--- src/rtl/flag_branch_unit.sv ---
// flag_branch_unit: holds the committed Z/N/V flags and applies per-opcode
// update masks on ALU writeback. It counts the flag writers that are still in
// flight, and it resolves branch requests once every older writer has retired.
module flag_branch_unit #(
  parameter int CNT_W = 2
) (
  input  logic             clk,
  input  logic             rst,
  input  logic             flag_alloc,
  input  logic             flag_wr_en,
  input  logic [2:0]       alu_opcode,
  input  logic             z_in,
  input  logic             n_in,
  input  logic             v_in,
  input  logic             br_valid,
  input  logic [2:0]       br_cond,
  input  logic             br_is_reg,
  input  logic [15:0]      br_pc_plus2,
  input  logic [8:0]       br_offset,
  input  logic [15:0]      br_reg_val,
  output logic             br_ready,
  output logic             br_resp_valid,
  output logic             br_taken,
  output logic [15:0]      br_target,
  output logic             stall,
  output logic             flag_z,
  output logic             flag_n,
  output logic             flag_v,
  output logic [CNT_W-1:0] pend_cnt,
  output logic             err
);

  localparam logic [CNT_W-1:0] CNT_MAX = '1;
  localparam logic [CNT_W-1:0] CNT_ONE = CNT_W'(1);

  typedef enum logic [1:0] {IDLE, WAIT, RESOLVE} state_t;

  state_t      r_state;
  logic [2:0]  r_cond;
  logic        r_is_reg;
  logic [15:0] r_pc2;
  logic [8:0]  r_off;
  logic [15:0] r_reg;

  logic        w_upd_z, w_upd_nv;
  logic        w_z_nxt, w_n_nxt, w_v_nxt;
  logic        w_go;
  logic [2:0]  w_cond;
  logic        w_is_reg;
  logic [15:0] w_pc2, w_reg, w_rel, w_tgt;
  logic [8:0]  w_off;
  logic        w_take;

  // Decode the opcode into a flag update mask. RED and PADDSB leave the flags untouched.
  always_comb begin
    w_upd_z  = 1'b0;
    w_upd_nv = 1'b0;
    case (alu_opcode)
      3'b000, 3'b001:                 begin w_upd_z = 1'b1; w_upd_nv = 1'b1; end
      3'b010, 3'b100, 3'b101, 3'b110: w_upd_z = 1'b1;
      default: ;
    endcase
  end

  assign w_z_nxt = (flag_wr_en && w_upd_z)  ? z_in : flag_z;
  assign w_n_nxt = (flag_wr_en && w_upd_nv) ? n_in : flag_n;
  assign w_v_nxt = (flag_wr_en && w_upd_nv) ? v_in : flag_v;

  // The branch may resolve once no writer is pending, or once the last one is retiring this cycle.
  assign w_go = (pend_cnt == '0) ||
                (pend_cnt == CNT_ONE && flag_wr_en && !flag_alloc);

  // IDLE takes the request straight from the ports. WAIT uses the latched copy.
  assign w_cond   = (r_state == IDLE) ? br_cond     : r_cond;
  assign w_is_reg = (r_state == IDLE) ? br_is_reg   : r_is_reg;
  assign w_pc2    = (r_state == IDLE) ? br_pc_plus2 : r_pc2;
  assign w_off    = (r_state == IDLE) ? br_offset   : r_off;
  assign w_reg    = (r_state == IDLE) ? br_reg_val  : r_reg;

  // The condition is evaluated on the next-cycle flags. Those are exactly the
  // registered flags seen during RESOLVE, including the final write.
  always_comb begin
    w_take = 1'b0;
    case (w_cond)
      3'b000: w_take = !w_z_nxt;
      3'b001: w_take = w_z_nxt;
      3'b010: w_take = !w_z_nxt && !w_n_nxt;
      3'b011: w_take = w_n_nxt;
      3'b100: w_take = w_z_nxt || (!w_z_nxt && !w_n_nxt);
      3'b101: w_take = w_n_nxt || w_z_nxt;
      3'b110: w_take = w_v_nxt;
      default: w_take = 1'b1;
    endcase
  end

  assign w_rel = w_pc2 + {{6{w_off[8]}}, w_off, 1'b0};
  assign w_tgt = !w_take ? w_pc2 : (w_is_reg ? w_reg : w_rel);

  // Flag register and in-flight writer counter.
  always_ff @(posedge clk) begin
    if (rst) begin
      flag_z   <= 1'b0;
      flag_n   <= 1'b0;
      flag_v   <= 1'b0;
      pend_cnt <= '0;
      err      <= 1'b0;
    end else begin
      flag_z <= w_z_nxt;
      flag_n <= w_n_nxt;
      flag_v <= w_v_nxt;
      if (flag_alloc && !flag_wr_en) begin
        if (pend_cnt == CNT_MAX) err <= 1'b1;
        else                     pend_cnt <= pend_cnt + CNT_ONE;
      end else if (flag_wr_en && !flag_alloc) begin
        if (pend_cnt == '0) err <= 1'b1;
        else                pend_cnt <= pend_cnt - CNT_ONE;
      end
    end
  end

  // Branch FSM. The response outputs are registered on entry to RESOLVE.
  always_ff @(posedge clk) begin
    if (rst) begin
      r_state       <= IDLE;
      r_cond        <= '0;
      r_is_reg      <= 1'b0;
      r_pc2         <= '0;
      r_off         <= '0;
      r_reg         <= '0;
      br_ready      <= 1'b0;
      br_resp_valid <= 1'b0;
      br_taken      <= 1'b0;
      br_target     <= '0;
      stall         <= 1'b0;
    end else begin
      br_ready      <= 1'b0;
      br_resp_valid <= 1'b0;
      case (r_state)
        IDLE: begin
          if (br_valid) begin
            r_cond   <= br_cond;
            r_is_reg <= br_is_reg;
            r_pc2    <= br_pc_plus2;
            r_off    <= br_offset;
            r_reg    <= br_reg_val;
            if (w_go) begin
              r_state       <= RESOLVE;
              br_ready      <= 1'b1;
              br_resp_valid <= 1'b1;
              br_taken      <= w_take;
              br_target     <= w_tgt;
            end else begin
              r_state <= WAIT;
              stall   <= 1'b1;
            end
          end
        end
        WAIT: begin
          if (w_go) begin
            r_state       <= RESOLVE;
            stall         <= 1'b0;
            br_ready      <= 1'b1;
            br_resp_valid <= 1'b1;
            br_taken      <= w_take;
            br_target     <= w_tgt;
          end
        end
        default: r_state <= IDLE;
      endcase
    end
  end

endmodule

--- config.mk ---
export PLATFORM = sky130hd
export DESIGN_NAME = flag_branch_unit
export DESIGN_NICKNAME = d
export VERILOG_FILES = /design/src/rtl/flag_branch_unit.sv
export SDC_FILE = /design/constraint.sdc
export NUM_CORES = 1
export LEC_CHECK = 0
export CORE_AREA = 8 8 100 102
export CTS_CLUSTER_DIAMETER = 150
export CTS_CLUSTER_SIZE = 25
export DETAILED_ROUTE_END_ITERATION = 7
export DIE_AREA = 0 0 108 110
export PLACE_DENSITY = 0.76
export REMOVE_ABC_BUFFERS = 1
export SETUP_SLACK_MARGIN = 0.02
export SLEW_MARGIN = 30
export SYNTH_ARGS = -nofsm -noshare
export SYNTH_HDL_FRONTEND = slang
export SYNTH_SLANG_ARGS = --single-unit
--- constraint.sdc ---
create_clock -name clk -period 4.95 [get_ports clk]
set_input_delay 1.485 -clock clk [delete_from_list [all_inputs] [get_ports clk]]
set_output_delay 1.485 -clock clk [all_outputs]
set_load 0.01 [all_outputs]
==> out/results.tsv, run 1 <==
stage	metric	value	unit
pwr	leakage	2.23	nW
synthesis	syn_area_per_cell	7.26	um2
floorplanning	starting density of the core	49.9	%
clock_tree	later-pin clock latency in the skew report	0.36	ns
worst_setup_path	CP Buf/Inv Count	2	
worst_setup_path	Max FO, Critical Path	4	
worst_setup_path	r2r setup slk	1.53	ns
global_routing	initial antenna violation count	0	
synthesis	Post-synth EDFFs	0	
synthesis	post-synthesis sequential area ratio	34.1	%
global_routing	met3 GRT Util	3.37	%
global_routing	Total GRT Usage	19.8	%
clock_tree	post-CTS sizing	0	
timing	setup TNS	0	ns
timing	Tcrit/Tclk final	82.4	%
synthesis	asr flop ratio synth	0	%
timing	unrepaired setup endpoints after global routing	no	
flow_run	total of max-cap violations	0	
timing	Slew HR	44.4	%
synthesis	most common cell in the netlist	nand2_1	
floorplanning	DIE WIDTH	108	um
finish	Register Area	0.00144	mm2
timing	post-route setup slack	0.872	ns
place	dpl ws	0.511	ns
synthesis	Synth Register Bits	72	
synthesis	top_reg_cell synth	dfxtp_1	
pwr	P per Cell Area	411	mW/mm2
worst_setup_path	CP max-delay cell	clkdlybuf4s50_1	
finish	share of cells above drive strength 1	6.26	%
global_routing	Congestion Overflow GR	0	
worst_setup_path	Worst Setup Start Kind	input port	
worst_setup_path	R2R Path Start	r_state[0]$_SDFFE_PP0P_	
drt	WL per Instance	15.2	um
clock_tree	root buf cell	clkbuf_8	
floorplanning	Die Y	110	um
clock_tree	clock-pin slew on the worst setup and hold paths	0.08	ns
drt	Vias	4244	
outcome	status	complete, no violations	
worst_setup_path	CP cell instances	clkdlybuf4s50_1, nand2_1, nand2_1, ha_1, inv_1, fa_1, nand2b_1, a21oi_1, o311ai_0, a211o_1, xnor2_1, o2111ai_1, o311ai_0	
clock_tree	post-CTS setup buffers	0	
global_routing	met1 Use GR	25.3	%
worst_setup_path	WS Path Type	input port to flip-flop	
worst_setup_path	R2R Path End	br_target[11]$_SDFFE_PP0P_	
place	DP Area	0.00510	mm2
floorplanning	floorplan row count	34	
clock_tree	CTS tree	done	
floorplanning	I/O pin total	82	
global_routing	Top Usage Layer GRT	met2	
synthesis	library cells used by synthesis	60	
worst_setup_path	Crit. End Element	flip-flop	
drt	Residual DRC	0	
min_path	Worst Hold End	r_off[2]$_SDFFE_PP0P_	
min_path	worst hold-check path type	flip-flop to flip-flop	
global_routing	global-route wire length before repair	19300	um
synthesis	top cell type's share of synthesized area	34.1	%
worst_setup_path	Worst path max stage delay	0.47	ns
synthesis	gate count of the mapped netlist	582	
finish	Antenna diodes	0	
finish	final instance area	0.00534	mm2
floorplanning	DIE AREA	0.0119	mm2
synthesis	Post-synth top cells	nand2_1 (219), dfxtp_1 (72), a21oi_1 (57), clkbuf_1 (25), nor2_1 (24)	
drt	First-pass DRT Iterations	4	
timing	clock skew	0.0115	ns
worst_setup_path	required time at the worst-slack endpoint	5.16	ns
drt	final antenna-violating net count	0	
timing	fmax	245	MHz
global_routing	largest net degree at the start of global routing	57	
drt	vias per cell	5.56	
synthesis	synth warn	0	
clock_tree	Max clock buf depth	2	
finish	Util after Layout	63.1	%
clock_tree	# hold bufs at CTS	0	
floorplanning	core box area	0.00847	mm2
timing	Fin. Hold Viols	0	
min_path	Worst Hold Path Cells	2	
synthesis	post-synth top area cell	dfxtp_1	
synthesis	Area contributors post-synth	dfxtp_1 (34%), nand2_1 (19%), a21oi_1 (6.8%)	
global_routing	GR Util met2	32.6	%
timing	worst-margin pin slew	0.810	ns
min_path	min-delay src	r_off[2]$_SDFFE_PP0P_	
timing	Period minus WS final	4.08	ns
place	routability cong.	0.904	
synthesis	Post-Syn Area	0.00423	mm2
pwr	Final Power	2.19	mW
finish	area added between synthesis and finish	26.3	%
pwr	VDD IR max	219	uV
timing	Slew Limit Fails	0	
worst_setup_path	Top delay family on crit path	compound AO/OA/AOI/OAI gates	
worst_setup_path	reg2reg path depth	12	
clock_tree	Num CTS Buffers	9	
worst_setup_path	crit path DAT	4.29	ns
global_routing	vias in the first global route	4044	
finish	fill count	766	
clock_tree	htree depth	3	
timing	endpoints failing setup	0	
clock_tree	CTS sink count	72	
place	Detailed Place HPWL	8230	um
place	port bufs	81	
finish	NumNets Final	725	
drt	final WL	11600	um
finish	area of the multi-input gates	0.00262	mm2
drt	DRT iter0 DRCs	275	
-- metrics by stage --
| stage | std cells | hold slack (ns) |
|---|---|---|
| 3_5_place_dp | 747 | 0.447 |
| 2_1_floorplan | 549 | 0.427 |
| 3_3_place_gp | 747 | 0.441 |
| 5_1_grt | 763 | 0.475 |
| 6_report | 763 | 0.455 |
| 4_1_cts | 763 | 0.457 |
-- area by class of cell --
type | instances | share of cell area [%]
multi-input cells | 467 | 49.0
flip-flops and latches | 72 | 27.0
inverters | 10 | 0.703
well taps | 108 | 2.53
clock buffers | 10 | 2.39
repair buffers | 90 | 16.4
clock inverters | 6 | 2.02
-- kinds of logic (layout without fill, tap and decap cells) --
logic type / Yosys count / count (layout) / synth area share (%)
adder cells (fa/ha/maj): 20 / 20 / 6.04
flip-flops: 72 / 72 / 34.1
buffers and inverters: 43 / 116 / 4.23
AND/OR/NAND/NOR: 292 / 292 / 29.7
multiplexers: 12 / 12 / 3.20
AO/OA/AOI/OAI: 132 / 132 / 20.4
XOR/XNOR: 11 / 11 / 2.28
-- per-layer routing --
layer / routed length, um / part of all wire, %
met1: 5130 / 44
met5: 0 / 0
met2: 5680 / 49
met4: 182 / 1.6
met3: 620 / 5.3
-- tightest hold or removal path: cells and delay by family, from the launching register on --
kind             cells  cell delay, ns
flip-flops           1            0.31
AND/OR/NAND/NOR      1            0.05
AO/OA/AOI/OAI        1            0.05
-- placed cells by master, fill, tap and decap left out, drive strengths merged, types with 5 or more instances in the layout --
cell type	Yosys	final
clkdlybuf4s50	0	80
nor2	25	25
a211oi	5	5
o2111ai	5	5
mux2i	10	10
ha	18	18
nand2	219	219
xnor2	9	9
o21ai	16	16
clkbuf	25	10
o211ai	12	12
o311ai	6	6
nor3	6	6
nand2b	7	7
buf	8	10
dfxtp	72	72
nand3	11	11
a21oi	57	57
inv	9	9
-- where the power goes --
group | internal, mW | leakage (nW) | switching (mW)
combinational | 0.402 | 1.52 | 0.510
clock | 0.333 | 0.116 | 0.234
sequential | 0.661 | 0.592 | 0.0542
-- how the worst max path moves through the flow --
stage                                 start  cells after the start  slack (ns)                    endpoint
floorplan           r_state[0]$_SDFFE_PP0P_                     13        0.67  br_target[15]$_SDFFE_PP0P_
global placement             br_pc_plus2[1]                     13        0.59  br_target[15]$_SDFFE_PP0P_
detailed placement           br_pc_plus2[1]                     13        0.51  br_target[15]$_SDFFE_PP0P_
CTS                          br_pc_plus2[1]                     13        0.84  br_target[15]$_SDFFE_PP0P_
global route                     flag_wr_en                      8        0.64   br_target[9]$_SDFFE_PP0P_
finish                       br_pc_plus2[1]                     13        0.87  br_target[15]$_SDFFE_PP0P_
(Power assumes the default switching activity.)
==> inputs of run 2 (changes only) <==
==> constraint.sdc (replaced) <==
create_clock -name clk -period 4.2 [get_ports clk]
set_input_delay 1.26 -clock clk [delete_from_list [all_inputs] [get_ports clk]]
set_output_delay 1.26 -clock clk [all_outputs]
set_load 0.01 [all_outputs]
==> run 2 against run 1 <==
Against the previous run:
- non-clock buffer count is 5 higher
- wire length is 0.50% higher
- global-route usage up 0.096 points
- sequential share of layout area hardly changed
- via count is 0.75% higher
- largest power group unchanged
==> out/results.tsv, run 2 (synthesized netlist as in run 1, its figures left out) <==
stage	metric	value	unit	change
outcome	status	complete, no violations		unchanged
finish	most common cell after layout, fill and taps aside	nand2_1		unchanged
timing	Tcrit/Tclk final	88.5	%	
worst_setup_path	Worst path max stage delay	0.47	ns	about the same
clock_tree	root buf cell	clkbuf_8		unchanged
flow_run	total of max-cap violations	0		unchanged
floorplanning	Die Y	110	um	unchanged
timing	Slew HR	44.2	%	was 44.4%
worst_setup_path	R2R Path End	br_target[15]$_SDFFE_PP0P_		was br_target[11]$_SDFFE_PP0P_
clock_tree	Max clock buf depth	2		unchanged
worst_setup_path	reg2reg path depth	13		was 12
finish	NumNets Final	730		was 725
drt	First-pass DRT Iterations	5		was 4
min_path	worst hold-check path type	flip-flop to flip-flop		unchanged
place	DP Area	0.00516	mm2	was 0.00510 mm2
clock_tree	CTS tree	done		unchanged
drt	final antenna-violating net count	0		unchanged
drt	Residual DRC	0		unchanged
drt	DRT iter0 DRCs	219		was 275
clock_tree	post-CTS setup buffers	0		unchanged
clock_tree	CTS sink count	72		unchanged
timing	worst-margin pin slew	0.835	ns	was 0.810 ns
floorplanning	floorplan row count	34		unchanged
drt	vias per cell	5.59		was 5.56
floorplanning	DIE WIDTH	108	um	unchanged
finish	Util after Layout	63.1	%	about the same
timing	Slew Limit Fails	0		unchanged
floorplanning	starting density of the core	49.9	%	unchanged
global_routing	vias in the first global route	4126		was 4044
drt	Vias	4276		was 4244
place	port bufs	81		unchanged
floorplanning	I/O pin total	82		unchanged
pwr	cell-internal power	1.55	mW	was 1.40 mW
pwr	Flop pwr share	34.3	%	was 32.6%
clock_tree	later-pin clock latency in the skew report	0.34	ns	was 0.36 ns
clock_tree	htree depth	3		unchanged
finish	Layout Cells excl Fill	765		was 763
finish	area added between synthesis and finish	26.4	%	was 26.3%
pwr	switching pwr	0.917	mW	was 0.799 mW
timing	unrepaired setup endpoints after global routing	no		unchanged
place	Detailed Place HPWL	8390	um	was 8230 um
pwr	VDD IR max	244	uV	was 219 uV
floorplanning	DIE AREA	0.0119	mm2	unchanged
place	Inst Count DP	752		was 747
clock_tree	Num CTS Buffers	9		unchanged
worst_setup_path	R2R Path Start	r_state[0]$_SDFFE_PP0P_		unchanged
clock_tree	post-CTS sizing	0		unchanged
global_routing	Congestion Overflow GR	0		unchanged
timing	Fin. Hold Viols	0		unchanged
drt	final WL	11700	um	was 11600 um
finish	share of cells above drive strength 1	6.54	%	was 6.26%
clock_tree	# hold bufs at CTS	0		unchanged
pwr	leakage	2.24	nW	was 2.23 nW
finish	most frequent cells in the layout	nand2_1 (219), clkdlybuf4s50_1 (80), dfxtp_1 (72), a21oi_1 (57), nor2_1 (23)		was nand2_1 (218), clkdlybuf4s50_1 (80), dfxtp_1 (72), a21oi_1 (57), nor2_1 (23)
worst_setup_path	WS Path Type	input port to flip-flop		unchanged
global_routing	GR Util met2	34.0	%	was 32.6%
global_routing	met1 Use GR	24.5	%	was 25.3%
clock_tree	clock-pin slew on the worst setup and hold paths	0.07	ns	was 0.08 ns
pwr	Sw Share	37.3	%	was 36.4%
finish	Antenna diodes	0		unchanged
timing	endpoints failing setup	0		unchanged
timing	Period minus WS final	3.72	ns	
global_routing	Total GRT Usage	19.9	%	was 19.8%
global_routing	Top Usage Layer GRT	met2		unchanged
timing	hold_ws	0.455	ns	about the same
floorplanning	core box area	0.00847	mm2	unchanged
pwr	logic gate share of total power	44.8	%	was 41.6%
worst_setup_path	Worst Setup Start Kind	input port		unchanged
worst_setup_path	Max FO, Critical Path	3		was 4
place	routability cong.	0.884		was 0.904
place	dpl ws	0.128	ns	was 0.511 ns
pwr	P per Cell Area	461	mW/mm2	was 411 mW/mm2
worst_setup_path	r2r setup slk	0.74	ns	was 1.53 ns
min_path	min-delay src	r_reg[15]$_SDFFE_PP0P_		was r_off[2]$_SDFFE_PP0P_
global_routing	met3 GRT Util	3.43	%	was 3.37%
timing	setup TNS	0	ns	unchanged
worst_setup_path	CP max-delay cell	clkdlybuf4s50_1		unchanged
pwr	Clk pwr share	20.9	%	was 25.9%
worst_setup_path	required time at the worst-slack endpoint	4.40	ns	was 5.16 ns
min_path	Worst Hold End	r_reg[15]$_SDFFE_PP0P_		was r_off[2]$_SDFFE_PP0P_
timing	clock skew	0.00582	ns	was 0.0115 ns
timing	fmax	269	MHz	
worst_setup_path	Crit. End Element	flip-flop		unchanged
timing	post-route setup slack	0.484	ns	was 0.872 ns
drt	WL per Instance	15.2	um	about the same
min_path	Worst Hold Path Cells	2		unchanged
worst_setup_path	CP cell instances	clkdlybuf4s50_1, nand2_1, nand2_1, ha_1, inv_1, fa_1, nand2b_1, a21oi_1, o311ai_0, a211o_1, xnor2_1, o2111ai_1, o311ai_0		unchanged
global_routing	global-route wire length before repair	19400	um	was 19300 um
worst_setup_path	crit path DAT	3.91	ns	was 4.29 ns
global_routing	largest net degree at the start of global routing	57		unchanged
finish	final instance area	0.00534	mm2	about the same
global_routing	initial antenna violation count	0		unchanged
pwr	Final Power	2.46	mW	was 2.19 mW
==> run 2: critical path, delay by kind of cell <==
family	cells	cell delay, ns
AO/OA/AOI/OAI	5	1.06
adder cells (fa/ha/maj)	2	0.58
buffers and inverters	2	0.54
AND/OR/NAND/NOR	3	0.33
XOR/XNOR	1	0.13
==> run 2: worst max-delay path by stage <==
stage / startpoint / end / slack [ns] / cells past startpoint
final: br_pc_plus2[1] / br_target[15]$_SDFFE_PP0P_ / 0.48 / 13
after CTS: br_pc_plus2[1] / br_target[15]$_SDFFE_PP0P_ / 0.48 / 13
after global routing: br_pc_plus2[1] / br_target[15]$_SDFFE_PP0P_ / 0.27 / 13
after floorplan: r_state[0]$_SDFFE_PP0P_ / br_target[15]$_SDFFE_PP0P_ / -0.08 / 13
after global placement: br_pc_plus2[1] / br_target[15]$_SDFFE_PP0P_ / 0.16 / 13
after detailed placement: br_pc_plus2[1] / br_target[15]$_SDFFE_PP0P_ / 0.13 / 13
==> run 2: metal layers <==
metal	vias up	share of wire, %
met5	-	0
met4	0	1.3
met3	13	6.4
met2	151	48
met1	1977	44
li1	2135	-
==> run 2: area by class of cell <==
| cell class | count | area, um2 |
|---|---|---|
| repair buffers | 95 | 936 |
| flip-flops and latches | 72 | 1440 |
| inverters | 10 | 37.5 |
| multi-input cells | 467 | 2610 |
| well taps | 108 | 135 |
| clock buffers | 13 | 179 |
| fillers | 750 | 3120 |
==> run 2: power groups by stage <==
| stage | Clock [mW] | Sequential (mW) | Combinational (mW) |
|---|---|---|---|
| after floorplan | 0 | 0.867 | 0.665 |
| after global placement | 0 | 0.853 | 1.07 |
| after detailed placement | 0 | 0.857 | 1.09 |
| after CTS | 0.529 | 0.842 | 1.10 |
| after global routing | 0.560 | 0.854 | 1.21 |
| final | 0.515 | 0.844 | 1.10 |
==> inputs of run 3 (changes only) <==
--- a/config.mk
+++ b/config.mk
@@ -13,6 +13,7 @@
 export PLACE_DENSITY = 0.76
 export REMOVE_ABC_BUFFERS = 1
 export SETUP_SLACK_MARGIN = 0.02
+export SKIP_LAST_GASP = 1
 export SLEW_MARGIN = 30
 export SYNTH_ARGS = -nofsm -noshare
 export SYNTH_HDL_FRONTEND = slang
==> results of run 3 <==
No change in the layout: final DEF, timing and power equal those of run 2.
